[src/rtl/exu_seq_ctrl_pkg.sv]
`default_nettype none
// ============================================================================
// Module  : exu_seq_ctrl_pkg
// Brief   : Sequencer state encoding, decoded-instruction indices and class decode
// Rev     : 1.0  initial release
// ============================================================================
package exu_seq_ctrl_pkg;

  localparam int ISA_WIDTH_DEF      = 32;
  localparam int INST_NUM_WIDTH_DEF = 5;
  localparam int TIMEOUT_CYC_DEF    = 255;
  localparam int CNT_WIDTH_DEF      = 64;
  localparam int WDOG_W             = 8;

  localparam logic [3:0] S_RST  = 4'd0;
  localparam logic [3:0] S_IF   = 4'd1;
  localparam logic [3:0] S_IFW  = 4'd2;
  localparam logic [3:0] S_EX   = 4'd3;
  localparam logic [3:0] S_MEM  = 4'd4;
  localparam logic [3:0] S_MEMW = 4'd5;
  localparam logic [3:0] S_WB   = 4'd6;
  localparam logic [3:0] S_HALT = 4'd7;
  localparam logic [3:0] S_ERR  = 4'd8;

  // Indices at or above INST_COUNT are undecoded and behave as ebreak.
  typedef enum logic [INST_NUM_WIDTH_DEF-1:0] {
    INST_LUI, INST_AUIPC, INST_JAL, INST_JALR, INST_BEQ, INST_BNE,
    INST_LW, INST_LBU, INST_SH, INST_SW, INST_ADDI, INST_SLTIU, INST_SRAI,
    INST_ADD, INST_SUB, INST_XOR, INST_OR, INST_AND, INST_SLTU, INST_SLL,
    INST_SRL, INST_SRA, INST_EBREAK, INST_COUNT
  } inst_e;

  typedef struct packed {
    logic is_mem;
    logic is_store;
    logic no_rd;
    logic is_halt;
  } inst_class_t;

  function automatic inst_class_t decode_class(input logic [INST_NUM_WIDTH_DEF-1:0] idx);
    inst_class_t c;
    c = '0;
    case (idx)
      INST_LW, INST_LBU: c.is_mem = 1'b1;
      INST_SH, INST_SW: begin
        c.is_mem   = 1'b1;
        c.is_store = 1'b1;
        c.no_rd    = 1'b1;
      end
      INST_BEQ, INST_BNE: c.no_rd = 1'b1;
      INST_EBREAK: begin
        c.is_halt = 1'b1;
        c.no_rd   = 1'b1;
      end
      default: begin
        if (idx >= INST_COUNT) begin
          c.is_halt = 1'b1;
          c.no_rd   = 1'b1;
        end
      end
    endcase
    return c;
  endfunction

endpackage
`default_nettype wire

[src/rtl/exu_seq_wdog.sv]
`default_nettype none
// ============================================================================
// Module  : exu_seq_wdog
// Brief   : Memory-phase watchdog: 8-bit clear/enable counter with expiry flag
// Rev     : 1.0  initial release
// ============================================================================
module exu_seq_wdog
  import exu_seq_ctrl_pkg::*;
#(
  parameter int LIMIT = TIMEOUT_CYC_DEF
) (
  input  logic clk,
  input  logic rst_n,
  input  logic clr,
  input  logic en,
  output logic expired
);

  logic [WDOG_W-1:0] r_cnt;

  always_ff @(posedge clk or negedge rst_n) begin
    if (!rst_n) begin
      r_cnt <= '0;
    end else if (clr) begin
      r_cnt <= '0;
    end else if (en) begin
      r_cnt <= r_cnt + WDOG_W'(1);
    end
  end

  // Flags the LIMIT-th enabled cycle so the owner leaves on that edge.
  assign expired = en & (r_cnt == WDOG_W'(LIMIT - 1));

endmodule
`default_nettype wire

[src/rtl/exu_seq_ctrl.sv]
`default_nettype none
// ============================================================================
// Module  : exu_seq_ctrl
// Brief   : Multi-cycle fetch/execute/memory/writeback sequencer with bus watchdog
// Rev     : 1.0  initial release
// ============================================================================
module exu_seq_ctrl
  import exu_seq_ctrl_pkg::*;
#(
  parameter int ISA_WIDTH      = ISA_WIDTH_DEF,
  parameter int INST_NUM_WIDTH = INST_NUM_WIDTH_DEF,
  parameter int TIMEOUT_CYC    = TIMEOUT_CYC_DEF,
  parameter int CNT_WIDTH      = CNT_WIDTH_DEF
) (
  input  logic                      clk,
  input  logic                      rst_n,
  input  logic [INST_NUM_WIDTH-1:0] inst_num,
  output logic                      mem_req_valid,
  input  logic                      mem_req_ready,
  output logic                      mem_req_fetch,
  output logic                      mem_req_wen,
  input  logic                      mem_rsp_valid,
  output logic                      ir_wen,
  output logic                      mem_r_wen,
  output logic                      pc_wen,
  output logic                      rf_wen,
  output logic                      halt,
  output logic                      bus_err,
  output logic [CNT_WIDTH-1:0]      cycle_cnt,
  output logic [CNT_WIDTH-1:0]      inst_cnt
);

  localparam int IDX_W = INST_NUM_WIDTH_DEF;

  if (TIMEOUT_CYC < 1 || TIMEOUT_CYC > (1 << WDOG_W) - 1) begin : g_chk_timeout
    $error("exu_seq_ctrl: TIMEOUT_CYC out of watchdog range");
  end
  if (ISA_WIDTH != 32 && ISA_WIDTH != 64) begin : g_chk_isa
    $error("exu_seq_ctrl: unsupported ISA_WIDTH");
  end

  logic [3:0]       r_state;
  logic [3:0]       w_next_state;
  logic [IDX_W-1:0] w_idx;
  logic             w_idx_oor;
  inst_class_t      w_cls_dec;
  inst_class_t      w_cls;
  logic             w_st_if, w_st_ifw, w_st_mem, w_st_memw, w_st_wb, w_st_ex;
  logic             w_req, w_in_phase, w_rsp_ok, w_active, w_expired, w_wdog_clr;
  logic [CNT_WIDTH-1:0] r_cycle_cnt;
  logic [CNT_WIDTH-1:0] r_inst_cnt;

  // Wider index buses: any set bit above the decoded range is undecoded.
  if (INST_NUM_WIDTH > IDX_W) begin : g_idx_wide
    assign w_idx     = inst_num[IDX_W-1:0];
    assign w_idx_oor = |inst_num[INST_NUM_WIDTH-1:IDX_W];
  end else begin : g_idx_narrow
    assign w_idx     = IDX_W'(inst_num);
    assign w_idx_oor = 1'b0;
  end

  assign w_cls_dec = decode_class(w_idx);

  always_comb begin
    w_cls = w_cls_dec;
    if (w_idx_oor) begin
      w_cls         = '0;
      w_cls.is_halt = 1'b1;
      w_cls.no_rd   = 1'b1;
    end
  end

  assign w_st_if    = (r_state == S_IF);
  assign w_st_ifw   = (r_state == S_IFW);
  assign w_st_ex    = (r_state == S_EX);
  assign w_st_mem   = (r_state == S_MEM);
  assign w_st_memw  = (r_state == S_MEMW);
  assign w_st_wb    = (r_state == S_WB);
  assign w_req      = w_st_if | w_st_mem;
  assign w_in_phase = w_req | w_st_ifw | w_st_memw;
  assign w_active   = ~((r_state == S_RST) | halt);
  // IF and MEM are only ever entered from RST, WB or EX.
  assign w_wdog_clr = (r_state == S_RST) | w_st_ex | w_st_wb;

  // A response in the expiring cycle is dropped; the sequencer goes to ERR.
  assign w_rsp_ok = ((w_req & mem_req_ready) | w_st_ifw | w_st_memw)
                    & mem_rsp_valid & ~w_expired;

  exu_seq_wdog #(
    .LIMIT(TIMEOUT_CYC)
  ) u_wdog (
    .clk    (clk),
    .rst_n  (rst_n),
    .clr    (w_wdog_clr),
    .en     (w_in_phase),
    .expired(w_expired)
  );

  always_comb begin
    w_next_state = r_state;
    case (r_state)
      S_RST:  w_next_state = S_IF;
      S_IF: begin
        if (w_expired)                          w_next_state = S_ERR;
        else if (mem_req_ready & mem_rsp_valid) w_next_state = S_EX;
        else if (mem_req_ready)                 w_next_state = S_IFW;
      end
      S_IFW: begin
        if (w_expired)          w_next_state = S_ERR;
        else if (mem_rsp_valid) w_next_state = S_EX;
      end
      S_EX: begin
        if (w_cls.is_halt)     w_next_state = S_HALT;
        else if (w_cls.is_mem) w_next_state = S_MEM;
        else                   w_next_state = S_WB;
      end
      S_MEM: begin
        if (w_expired)                          w_next_state = S_ERR;
        else if (mem_req_ready & mem_rsp_valid) w_next_state = S_WB;
        else if (mem_req_ready)                 w_next_state = S_MEMW;
      end
      S_MEMW: begin
        if (w_expired)          w_next_state = S_ERR;
        else if (mem_rsp_valid) w_next_state = S_WB;
      end
      S_WB:   w_next_state = S_IF;
      S_HALT: w_next_state = S_HALT;
      S_ERR:  w_next_state = S_ERR;
      default: w_next_state = S_ERR;
    endcase
  end

  always_ff @(posedge clk or negedge rst_n) begin
    if (!rst_n) begin
      r_state <= S_RST;
    end else begin
      r_state <= w_next_state;
    end
  end

  always_ff @(posedge clk or negedge rst_n) begin
    if (!rst_n) begin
      r_cycle_cnt <= '0;
      r_inst_cnt  <= '0;
    end else begin
      if (w_active) r_cycle_cnt <= r_cycle_cnt + CNT_WIDTH'(1);
      if (w_st_wb)  r_inst_cnt  <= r_inst_cnt + CNT_WIDTH'(1);
    end
  end

  assign mem_req_valid = w_req;
  assign mem_req_fetch = w_st_if;
  assign mem_req_wen   = w_st_mem & w_cls.is_store;
  assign ir_wen        = (w_st_if | w_st_ifw) & w_rsp_ok;
  assign mem_r_wen     = (w_st_mem | w_st_memw) & w_rsp_ok & ~w_cls.is_store;
  assign pc_wen        = w_st_wb;
  assign rf_wen        = w_st_wb & ~w_cls.no_rd;
  assign halt          = (r_state == S_HALT) | (r_state == S_ERR);
  assign bus_err       = (r_state == S_ERR);
  assign cycle_cnt     = r_cycle_cnt;
  assign inst_cnt      = r_inst_cnt;

endmodule
`default_nettype wire

[config.mk]
export PLATFORM = sky130hd
export DESIGN_NAME = exu_seq_ctrl
export DESIGN_NICKNAME = d
export VERILOG_FILES = /design/src/rtl/exu_seq_ctrl_pkg.sv /design/src/rtl/exu_seq_wdog.sv /design/src/rtl/exu_seq_ctrl.sv
export SDC_FILE = /design/constraint.sdc
export NUM_CORES = 1
export LEC_CHECK = 0
export CORE_MARGIN = 2
export CORE_UTILIZATION = 51
export CTS_BUF_LIST = sky130_fd_sc_hd__clkbuf_8 sky130_fd_sc_hd__clkbuf_16
export CTS_CLUSTER_SIZE = 24
export DETAILED_ROUTE_END_ITERATION = 10
export PLACE_DENSITY = 0.77
export SLEW_MARGIN = 20
export SYNTH_ARGS = -nofsm -noshare
export SYNTH_HDL_FRONTEND = slang
export SYNTH_SLANG_ARGS = --single-unit
[constraint.sdc]
create_clock -name clk -period 2.4 [get_ports clk]
set_input_delay 0.36 -clock clk [delete_from_list [all_inputs] [get_ports clk]]
set_output_delay 0.36 -clock clk [all_outputs]
set_load 0.03 [all_outputs]
==> results.sh, run 1 <==
export IMPL_status="finished clean"
export IMPL_syn_inst=666
export IMPL_ys_top_cells_by_area="dfrtp_1 (51%), xor2_1 (9.8%), xnor2_1 (7.4%), nand4_1 (3.5%), nor2_1 (3.4%)"
export IMPL_grt_max_degree=66
export IMPL_worstPathRequired_ps=2730
export IMPL_rsz0062_at_grt="false"
export IMPL_path_max_fanout=10
export IMPL_drt_initial_drc_count=461
export IMPL_post_place_ws_ps=84.9
export IMPL_design_area_um2=9310
export IMPL_slew_violations=0
export IMPL_cts_sinks=140
export IMPL_worst_slew_pin_slew_ps=546
export IMPL_fp_dieW_um=120
export IMPL_clk_latency_ps=410
export IMPL_dp_final_hpwl_mm=11.9
export IMPL_die_h_um=120
export IMPL_fin_ws_ps=66.5
export IMPL_synthTopCellsByCount="dfrtp_1 (140), xor2_1 (77), nor2_1 (63)"
export IMPL_holdWs_ps=444
export IMPL_synth_warnings=0
export IMPL_synthMostInstantiatedCell="dfrtp_1"
export IMPL_postSynthAreaPerCell_um2=10.3
export IMPL_async_flop_share=1.00
export IMPL_vias=5635
export IMPL_hp_class="input port to asynchronous set/reset pin"
export IMPL_routed_via_density=5.49
export IMPL_antenna_found_initial=0
export IMPL_placementRows=42
export IMPL_path_clk_slew_ps=60
export IMPL_synth_edf_count=0
export IMPL_syn_nets=679
export IMPL_clock_fmax_mhz=429
export IMPL_htreeDepth=4
export IMPL_cp_start_kind="register"
export IMPL_utilization=0.706
export IMPL_grt_pass1_vias=5481
export IMPL_cts_root_buf="clkbuf_16"
export IMPL_period_share=0.972
export IMPL_start_util=0.521
export IMPL_cts_tree="built"
export IMPL_ys_seq_elements=140
export IMPL_path_class="register to register"
export IMPL_critical_path_arrival_ps=2660
export IMPL_pwr_density_cell_nw_per_um2=754
export IMPL_setup_violations=0
export IMPL_p_int_uw=4900
export IMPL_netlist_area_um2=6870
export IMPL_routed_wl_mm=16.5
export IMPL_synth_cell_types=48
export IMPL_layout_drive_gt1_share=0.105
export IMPL_endpoint_kind="register"
export IMPL_pwr_share_comb=0.231
export IMPL_clock_power_share=0.382
export IMPL_max_slew_margin=0.633
export IMPL_dieArea_um2=14400
export IMPL_cts_buffers=17
export IMPL_period_needed_ps=2330
export IMPL_final_net_count=852
export IMPL_synth_seq_area_share=0.510
export IMPL_area_delta_synth_final_pct=35.5
export IMPL_portBuffers=144
export IMPL_n_antenna_cell=0
export IMPL_clock_skew_final_ps=6.54
export IMPL_nFillCells=991
export IMPL_wl_per_cell_um=16.1
export IMPL_cap_violations=0
export IMPL_yosysTopAreaCellShare=0.510
export IMPL_finalHoldViolations=0
export IMPL_p_switching_uw=2110
export IMPL_place_congestion=0.900
export IMPL_track_usage=0.238
export IMPL_sw_frac_of_total=0.301
export IMPL_peakVddDrop_uv=740
export IMPL_synth_ff_type="dfrtp_1"
export IMPL_drcViolationCount=0
export IMPL_core_um2=13200
export IMPL_synth_top_area_cell="dfrtp_1"
export IMPL_grt_overflow=0
export IMPL_clock_path_buffers=2
export IMPL_grt_first_pass_wirelength_mm=27.4
export IMPL_p_leak_uw=0.00426
export IMPL_p_seq_frac=0.386
export IMPL_pin_count=146
export IMPL_place_area_um2=8630
export IMPL_drt_first_pass_iters=5
export IMPL_ant_nets=0
export IMPL_fin_setup_tns_ps=0
[metrics by stage]
step | total power [uW] | std cells
2_1_floorplan | 3720 | 666
3_3_place_gp | 4240 | 992
3_5_place_dp | 4300 | 992
4_1_cts | 6990 | 1023
5_1_grt | 7340 | 1026
6_report | 7020 | 1026
[power by group through the flow]
stage	logic, uW	clock network [uW]	registers (uW)
CTS	1570	2710	2710
global placement	1520	0	2730
global route	1770	2830	2740
detailed placement	1560	0	2740
finish	1620	2680	2710
floorplan	866	0	2860
[worst max-delay path, cell delays in order, from the launching register on]
cell and delay, ps:
dfrtp_1 380, nand2b_4 160, or3b_4 400, inv_2 70, buf_4 150, and3_1 210
nand4_2 280, nor4_1 410, xor2_1 190
[cells in the final DEF (no fill, tap or decap), types with 2 or more instances in the layout]
| cell type | count |
|---|---|
| clkinv_2 | 2 |
| a21oi_1 | 8 |
| ha_1 | 4 |
| and3_1 | 15 |
| bufinv_16 | 4 |
| nor2_1 | 62 |
| nor2b_1 | 3 |
| and4_1 | 16 |
| nand2b_1 | 3 |
| or2_2 | 3 |
| nor4_2 | 4 |
| nor3_1 | 35 |
| clkinvlp_4 | 2 |
| nand4_1 | 38 |
| and3b_1 | 2 |
| xor2_1 | 77 |
| clkdlybuf4s50_1 | 134 |
| dfrtp_1 | 139 |
| and2_1 | 8 |
| buf_4 | 29 |
| a21o_1 | 2 |
| mux2_2 | 2 |
| xnor2_1 | 58 |
| dlygate4sd2_1 | 3 |
| nor4b_2 | 2 |
| buf_6 | 3 |
| nor3b_1 | 3 |
| o21ai_0 | 3 |
| nand3_1 | 42 |
| nand4_2 | 2 |
| clkbuf_16 | 17 |
| inv_1 | 18 |
| nand2_1 | 61 |
| nor4_1 | 13 |
| clkinv_4 | 3 |
| nand4_4 | 2 |
[repair_timing]
item | CTS | global route
buffers inserted | 0 | 3
hold endpoints to repair | 49 | 0
gates cloned | 0 | 0
pin swaps | 0 | 3
setup endpoints to repair | 7 | 15
resized for setup | 6 | 10
hold buffers | 1 | 0
[layout make-up]
type | instances | area [um2] | area share
tap | 176 | 220 | 0.0237
sequential | 140 | 3500 | 0.377
inverter | 17 | 63.8 | 0.00686
clock buffer | 17 | 425 | 0.0457
timing repair buffer | 172 | 1660 | 0.178
multi-input combinational | 491 | 3260 | 0.350
clock inverter | 13 | 179 | 0.0192
[metal layers]
| layer | GRT usage | share of wire |
|---|---|---|
| met1 | 0.322 | 0.44 |
| met2 | 0.384 | 0.49 |
| met3 | 0.0532 | 0.050 |
| met4 | 0.0743 | 0.015 |
| met5 | 0 | 0 |
[sequential cells by signal (all words and copies together), names as in the netlist]
name / flops
cycle_cnt: 64
inst_cnt: 64
r_state: 4
u_wdog.r_cnt: 8
[logic make-up after synthesis]
kind of cell / Yosys count / share of synthesized area
AND/OR/NAND/NOR: 330 / 0.267
AO/OA/AOI/OAI: 20 / 0.0173
adder cells (fa/ha/maj): 4 / 0.00728
XOR/XNOR: 135 / 0.172
buffers and inverters: 35 / 0.0231
flip-flops: 140 / 0.510
multiplexers: 2 / 0.00328
[final timing paths]
| path | slack, ps | end | cells past startpoint | start |
|---|---|---|---|---|
| worst max-delay path | 70 | inst_cnt[37] | 8 | r_state[3] |
| worst min-delay path | 440 | inst_cnt[49] | 2 | rst_n |
| worst max register to register | 70 | inst_cnt[37] | 8 | r_state[3] |
| worst min register to register | 470 | cycle_cnt[63] | 1 | cycle_cnt[63] |
| max in group asynchronous | 1200 | inst_cnt[2] | 3 | rst_n |
| min in group clk | 470 | cycle_cnt[63] | 1 | cycle_cnt[63] |
Note: power is estimated with default switching activity, not from simulation.
==> run 2: changes to the inputs <==
--- a/config.mk
+++ b/config.mk
@@ -10,8 +10,9 @@
 export CTS_BUF_LIST = sky130_fd_sc_hd__clkbuf_8 sky130_fd_sc_hd__clkbuf_16
 export CTS_CLUSTER_SIZE = 24
 export DETAILED_ROUTE_END_ITERATION = 10
-export PLACE_DENSITY = 0.77
+export PLACE_DENSITY = 0.91
 export SLEW_MARGIN = 20
 export SYNTH_ARGS = -nofsm -noshare
 export SYNTH_HDL_FRONTEND = slang
 export SYNTH_SLANG_ARGS = --single-unit
+export TNS_END_PERCENT = 1
==> run 2 against run 1 <==
  * Clock skew hardly changed
  * Critical endpoint is now mem_r_wen
  * Combinational power down 6%
  * Clock-buffer cell count unchanged
  * First-iteration DRC count grew 3.9%
  * Critical path depth shrank 3
  * Global-route usage grew 0.35 points
==> results.sh, run 2 (synthesis gave the netlist of run 1 again) <==
export IMPL_routed_wl_mm=16.6
export IMPL_min_from="inst_cnt[63]"
export IMPL_holdWs_ps=467
export IMPL_clock_fmax_mhz=430
export IMPL_cts_sinks=140
export IMPL_worst_slew_pin_slew_ps=782
export IMPL_slew_violations=0
export IMPL_p_leak_uw=0.00424
export IMPL_rsz0062_at_grt="true"
export IMPL_ff2ff_setup_slack_ps=140
export IMPL_fp_dieW_um=120
export IMPL_path_buf_inv=2
export IMPL_finalHoldViolations=0
export IMPL_slowest_stage="dfrtp_1"
export IMPL_core_um2=13200
export IMPL_period_share=0.969
export IMPL_rr_endpoint="inst_cnt[34]"
export IMPL_utilization=0.704
export IMPL_grt_pass1_vias=5551
export IMPL_track_usage=0.242
export IMPL_clock_path_buffers=2
export IMPL_cpLargestDelayFamily="simple AND/OR/NAND/NOR gates"
export IMPL_max_stage_delay_ps=340
export IMPL_cap_violations=0
export IMPL_die_h_um=120
export IMPL_critical_path_arrival_ps=1960
export IMPL_crit_top_cell="buf_4"
export IMPL_clock_skew_final_ps=6.78
export IMPL_final_common_cell="dfrtp_1"
export IMPL_placementRows=42
export IMPL_drt_first_pass_iters=5
export IMPL_worstPathRequired_ps=2040
export IMPL_status="finished clean"
export IMPL_dieArea_um2=14400
export IMPL_path_clk_slew_ps=60
export IMPL_place_congestion=0.862
export IMPL_hp_class="register to register"
export IMPL_ant_nets=0
export IMPL_pin_count=146
export IMPL_cts_tree="built"
export IMPL_design_area_um2=9290
export IMPL_min_path_cells=1
export IMPL_cp_start_kind="register"
export IMPL_endpoint_kind="output pin"
export IMPL_period_needed_ps=2320
export IMPL_dp_final_hpwl_mm=11.6
export IMPL_area_delta_synth_final_pct=35.2
export IMPL_peakVddDrop_uv=520
export IMPL_pwr_density_cell_nw_per_um2=757
export IMPL_n_antenna_cell=0
export IMPL_drt_initial_drc_count=479
export IMPL_cts_root_buf="clkbuf_16"
export IMPL_layout_common_cells="dfrtp_1 (140), clkdlybuf4s50_1 (134), xor2_1 (77)"
export IMPL_grt_overflow=0
export IMPL_cts_buffers=17
export IMPL_wl_per_cell_um=16.2
export IMPL_htreeDepth=4
export IMPL_grt_first_pass_wirelength_mm=27.8
export IMPL_reg2reg_depth=7
export IMPL_drcViolationCount=0
export IMPL_start_util=0.521
export IMPL_place_area_um2=8620
export IMPL_antenna_found_initial=0
export IMPL_path_cells="buf_4 > nor3b_2 > o21ai_0 > nor4bb_1 > buf_4"
export IMPL_max_slew_margin=0.475
export IMPL_grt_max_degree=57
export IMPL_hold_path_endpoint="inst_cnt[63]"
export IMPL_setup_violations=0
export IMPL_final_net_count=847
export IMPL_postCtsSetupRepairBufs=0
export IMPL_path_max_fanout=17
export IMPL_vias=5638
export IMPL_clk_latency_ps=420
export IMPL_path_class="register to output pin"
export IMPL_rr_startpoint="r_state[3]"
export IMPL_portBuffers=144
export IMPL_layout_drive_gt1_share=0.103
export IMPL_routed_via_density=5.51
run 2: cell count changes in the layout (fill, tap and decap cells not counted), sizes merged:
cell and change:
inv +2, clkdlybuf4s15 -1, buf -4
run 2: how the worst max path moves through the flow:
stage,from,to,slack [ps],cells after the start
after floorplan,r_state[0],mem_r_wen,-160,6
after CTS,r_state[3],inst_cnt[43],20,7
after global placement,inst_num[1],rf_wen,130,6
after detailed placement,r_state[3],inst_cnt[47],80,7
final,r_state[1],mem_r_wen,80,5
after global routing,r_state[1],halt,-40,5
run 2: repair_timing:
action / in CTS / in global routing
hold endpoints to repair: 53 / 0
hold buffers: 1 / 0
setup endpoints to repair: 6 / 12
gates resized for setup: 5 / 5
run 2: cell type report:
cell class,instances,area (um2)
tap,176,220
clock inverter,15,210
timing repair buffer,167,1630
multi-input combinational,491,3240
inverter,17,63.8
sequential,140,3500
fill,933,3900
clock buffer,17,425
run 2: layer usage:
metal / vias to the layer above / share of wire / global-route usage / routed length (um)
met5: - / 0 / 0 / 0
met4: 0 / 0.032 / 0.115 / 533
met3: 42 / 0.043 / 0.0409 / 719
met2: 194 / 0.49 / 0.385 / 8110
met1: 2745 / 0.44 / 0.323 / 7230
li1: 2657 / - / - / -
run 2: power by group:
part           leakage, uW  internal [uW]  total, uW  switching (uW)
Sequential         0.00193           2510       2690             184
Clock             0.000305           1760       2820            1060
Combinational      0.00200            604       1520             916
run 2: per-stage QoR:
stage | instances | total power [uW] | setup slack [ps] | setup TNS (ps)
floorplan | 666 | 3720 | -156 | -156
global placement | 990 | 4210 | 130 | 0
detailed placement | 990 | 4240 | 78.5 | 0
CTS | 1023 | 7070 | 23.5 | 0
global route | 1023 | 7380 | -36.5 | -67.3
finish | 1023 | 7030 | 75.0 | 0
run 2: worst reg2reg max path, stage by stage (launching register included):
cell,delay (ps)
dfrtp_1,380
nand2b_4,150
or3b_4,400
inv_2,120
nand4_1,200
nor4b_4,550
nand4_1,190
xnor2_1,160
==> run 3: changes to the inputs <==
--- a/config.mk
+++ b/config.mk
@@ -11,7 +11,7 @@
 export CTS_CLUSTER_SIZE = 24
 export DETAILED_ROUTE_END_ITERATION = 10
 export PLACE_DENSITY = 0.91
-export SLEW_MARGIN = 20
+export SLEW_MARGIN = 15
 export SYNTH_ARGS = -nofsm -noshare
 export SYNTH_HDL_FRONTEND = slang
 export SYNTH_SLANG_ARGS = --single-unit
==> results of run 3 <==
No change in the layout: final DEF, timing and power equal those of run 2.
